===== src/rtl/multi_tick_logic_pkg.sv =====
// Shared encodings for multi_tick_logic: operation select codes and result-counter limits.
package multi_tick_logic_pkg;

   typedef enum logic [1:0] {
      MODE_AND  = 2'd0,
      MODE_OR   = 2'd1,
      MODE_XOR  = 2'd2,
      MODE_NAND = 2'd3
   } mode_e;

   localparam int          TICK_CNT_W   = 16;
   localparam logic [15:0] TICK_CNT_MAX = 16'hFFFF;

endpackage


===== src/rtl/multi_tick_logic_tick_gen.sv =====
// Programmable tick divider: combinational tick once every max(pi_div,1) enabled cycles.
// No backpressure; pi_en low freezes the count and masks the tick.
module tick_gen #(
   parameter int DIV_W = 8
) (
   input  logic             clk,
   input  logic             rst,
   input  logic             pi_en,
   input  logic [DIV_W-1:0] pi_div,
   output logic             po_tick
);

   localparam logic [DIV_W-1:0] ONE = {{(DIV_W-1){1'b0}}, 1'b1};

   logic [DIV_W-1:0] cnt;
   logic [DIV_W-1:0] last_cnt;

   // Ratios 0 and 1 both collapse to a terminal count of 0.
   assign last_cnt = (pi_div == '0) ? '0 : (pi_div - ONE);

   // Using >= lets a shrinking ratio fire straight away instead of wrapping.
   assign po_tick = pi_en && (cnt >= last_cnt);

   always_ff @(posedge clk) begin
      if (rst) begin
         cnt <= '0;
      end else if (pi_en) begin
         if (po_tick) begin
            cnt <= '0;
         end else begin
            cnt <= cnt + ONE;
         end
      end
   end

endmodule


===== src/rtl/multi_tick_logic.sv =====
// Rate-reduced bitwise operator: on each tick registers op(pi_a,pi_b) with valid/changed pulses, latency 1.
// No backpressure; results are presented for one cycle and consumers must take them.
module multi_tick_logic
   import multi_tick_logic_pkg::*;
#(
   parameter int WIDTH = 4,
   parameter int DIV_W = 8
) (
   input  logic                  clk,
   input  logic                  rst,
   input  logic                  pi_en,
   input  logic [DIV_W-1:0]      pi_div,
   input  logic [1:0]            pi_mode,
   input  logic [WIDTH-1:0]      pi_a,
   input  logic [WIDTH-1:0]      pi_b,
   output logic [WIDTH-1:0]      po_c,
   output logic                  po_valid,
   output logic                  po_changed,
   output logic [TICK_CNT_W-1:0] po_tick_cnt
);

   logic             tick;
   logic [WIDTH-1:0] op_res;

   tick_gen #(
      .DIV_W (DIV_W)
   ) u_tick_gen (
      .clk     (clk),
      .rst     (rst),
      .pi_en   (pi_en),
      .pi_div  (pi_div),
      .po_tick (tick)
   );

   always_comb begin
      op_res = '0;
      case (pi_mode)
         MODE_AND:  op_res = pi_a & pi_b;
         MODE_OR:   op_res = pi_a | pi_b;
         MODE_XOR:  op_res = pi_a ^ pi_b;
         MODE_NAND: op_res = ~(pi_a & pi_b);
         default:   op_res = '0;
      endcase
   end

   always_ff @(posedge clk) begin
      if (rst) begin
         po_c        <= '0;
         po_valid    <= 1'b0;
         po_changed  <= 1'b0;
         po_tick_cnt <= '0;
      end else begin
         po_valid   <= tick;
         po_changed <= tick && (op_res != po_c);
         if (tick) begin
            po_c <= op_res;
            if (po_tick_cnt != TICK_CNT_MAX) begin
               po_tick_cnt <= po_tick_cnt + 16'd1;
            end
         end
      end
   end

endmodule


===== config.mk =====
export PLATFORM = sky130hd
export DESIGN_NAME = multi_tick_logic
export DESIGN_NICKNAME = d
export VERILOG_FILES = /design/src/rtl/multi_tick_logic_pkg.sv /design/src/rtl/multi_tick_logic_tick_gen.sv /design/src/rtl/multi_tick_logic.sv
export SDC_FILE = /design/constraint.sdc
export NUM_CORES = 1
export LEC_CHECK = 0
export ABC_CLOCK_PERIOD_IN_PS = 3800
export CAP_MARGIN = 20
export CORE_MARGIN = 1
export CORE_UTILIZATION = 45
export DETAILED_ROUTE_END_ITERATION = 10
export PLACE_DENSITY_LB_ADDON = 0.15
export SLEW_MARGIN = 20
export SYNTH_ARGS = -nofsm -noshare
export SYNTH_HDL_FRONTEND = slang
export SYNTH_SLANG_ARGS = --single-unit

===== constraint.sdc =====
create_clock -name clk -period 3.8 [get_ports clk]
set_input_delay 0.57 -clock clk [delete_from_list [all_inputs] [get_ports clk]]
set_output_delay 0.57 -clock clk [all_outputs]
set_load 0.01 [all_outputs]

==> run metrics <==
Die H=roughly 68 um; via density per instance=5.56; PortBufs=42; clk_skew=approximately 0.0050 ns; layout cells sized above 1=between 7 and 8%; clock sink count=30; CP Max Fanout=20; Syn Nets=around 280; first-pass GRT wire length=approximately 6.6 mm; CP Data Arrival Time=~3.6 ns; WS Path Type=in2reg; R2R cell count=8; DRT iter0 DRCs=113; initial antenna violation count=0; most common cell in the synthesized netlist=dfxtp_1; r2r setup slk=around 1.6 ns; worst setup path start=pi_div[4]; status=finished clean; router iterations before antenna repair=5; Synth area leaders=dfxtp_1, ha_1, a21oi_1; Finished Layout Cells=between 300 and 400; CP endpoint kind=flip-flop; core area=4120 um2; detailed-placement wirelength estimate=approximately 3.1 mm; Placer Congestion=~0.8; clk slew on worst S/H paths=about 0.060 ns; Wirelength per Cell=approximately 13 um; Post-CTS Setup Repair Bufs=0; met3 usage=4.83%; placed cells=326; PwrDens=267 nW/um2; Pleak=about 0.96 nW; top post-synthesis cells by count=dfxtp_1, a21oi_1, nor2_1; Reg area=around 600 um2; met1 GRT Util=roughly a quarter; FF-to-FF End=u_tick_gen.cnt[6]; # DRC=0; Final TNS setup=0 ns; Tightest Pin Transition=a little over 0.7 ns; RR Startpoint=u_tick_gen.cnt[0]; die area=between 4000 and 5000 um2; register area share after synthesis=around 30%; WP data required=4.02 ns; Vias=between 1.5k and 2k; row count=23; I/O pin count=between 40 and 50; largest net degree at the start of global routing=24; #FFs+latches synth=30; M2 GR Usage=between 20 and 30%; vias in the first global route=around 1.5k; final setup vio count=0; initial core utilization=between 40 and 50%; global route hottest layer=met2; # H-tree levels=2; WP buf/inv=2; delay-heaviest family, CP=simple AND/OR/NAND/NOR gates; final wirelength=about 4.3 mm; clock buffers created by TritonCTS=5; FFs w/ async S/R, synth=0%; CP Capture Point=po_tick_cnt[11]; top cell type's share of synthesized area=30.2%; Cell Chain, Critical Path=clkdlybuf4s50_1, or3_1, nor3_1, nand3_1, nor3_1, a21oi_1, ha_1, and3_1, o2111ai_1, a2bb2oi_2, buf_4, or4_1, a21oi_1; hold buffers post-CTS=0; Final Net Count=between 300 and 400; Total GRT Usage=approximately a fifth; Post-Syn Area=approximately 2000 um2; Slew headroom=approximately 53%; Syn Inst Count=about 240; Tmin final=3.38 ns; Layout area overhead=27.6%; Ys Warns=0; Post-DRT Antenna Nets=0; FILL cells=between 300 and 400; Stages on worst setup path=13; Synth Area per Inst=8.25 um2; area occupied by multi-input gates=approximately 1300 um2; Skew-Pair Late Insertion Delay=0.29 ns; Worst Setup Start Kind=input port; largest area contributor in the netlist=dfxtp_1; Cell variety after synth=46; Resized Gates After CTS=0; Root Buffer Master=clkbuf_8; GRT overflow=0; RSZ-0062 raised after global routing=false; Max VDD drop=between 150 and 200 uV; CP peak stage delay=0.50 ns; Post-synth EDFFs=0; TritonCTS clock tree=yes; largest buffer count on any clock path=2; slowest CP cell=or4_1; maxcap violations=0; Hold Fails Final Rpt=0; min-delay worst type=reg2reg; final-report max-slew violation count=0; n_diodes=0; Chip Width=about 68 um; Synth Flop Type=dfxtp_1; period utilisation layout=88.9%; Max Freq=296 MHz
-- worst min-delay path by stage --
stage / from / to / cells after the start
4_1_cts: po_tick_cnt[15] / po_tick_cnt[15] / 2
5_1_grt: po_c[1] / po_c[1] / 2
2_1_floorplan: u_tick_gen.cnt[7] / u_tick_gen.cnt[7] / 2
3_3_place_gp: po_c[1] / po_c[1] / 2
3_5_place_dp: po_c[1] / po_c[1] / 2
6_report: po_c[1] / po_c[1] / 2
-- tightest hold or removal path, cell delays in order (launching register included) --
cell	delay, ns
dfxtp_1	0.34
nand2_1	0.07
a21oi_1	0.06
-- metal layers --
| layer | up-vias | part of all wire, % |
|---|---|---|
| li1 | 963 | - |
| met1 | 837 | 49 |
| met2 | 48 | 45 |
| met3 | 9 | 4.3 |
| met4 | 0 | 1.8 |
| met5 | - | 0 |
-- power by group --
group          total [mW]  leakage [nW]  internal [mW]  switching (mW)
logic              0.0905         0.668         0.0492          0.0413
clock network       0.268        0.0482          0.146           0.122
registers           0.320         0.242          0.317         0.00306
total               0.678         0.958          0.512           0.166
-- stage by stage --
stage          hold slack (ns)  worst slack (ns)  total power [mW]  utilization, %  area, um2
6_report                 0.509             0.423             0.678            61.7       2540
5_1_grt                  0.526             0.103             0.711            61.7       2540
4_1_cts                  0.511             0.444             0.686            61.7       2540
3_5_place_dp             0.494             0.150             0.419            59.4       2450
3_3_place_gp             0.480             0.168             0.417            59.4       2450
2_1_floorplan            0.485             0.655             0.383               -       1990
-- registers in the layout (all words and copies together), names as in the netlist --
| name | count |
|---|---|
| po_valid | 1 |
| po_c | 4 |
| u_tick_gen.cnt | 8 |
| po_tick_cnt | 16 |
| po_changed | 1 |
-- kinds of logic after synthesis --
kind of cell	share of synthesized area (%)
flip-flops	30.2
buffers and inverters	4.85
AO/OA/AOI/OAI	18.1
multiplexers	2.08
XOR/XNOR	6.61
adder cells (fa/ha/maj)	12.0
AND/OR/NAND/NOR	26.2
-- cell type report --
cell class | instances | area share (%)
multi-input cells | 189 | 50.9
inverters | 11 | 1.63
flip-flops and latches | 30 | 23.7
repair buffers | 46 | 17.8
clock buffers | 7 | 3.40
well taps | 50 | 2.47
clock inverters | 1 | 0.197
-- placed cells by master (no fill, tap or decap), types with 7 or more instances in the layout --
| master | count |
|---|---|
| nand2_1 | 14 |
| dfxtp_1 | 30 |
| xor2_1 | 8 |
| nand3_1 | 7 |
| inv_1 | 11 |
| nor2_1 | 23 |
| o21ai_0 | 11 |
| ha_1 | 19 |
| xnor2_1 | 7 |
| clkdlybuf4s50_1 | 42 |
| a21oi_1 | 23 |
| or3_1 | 8 |
(Power assumes the default switching activity.)
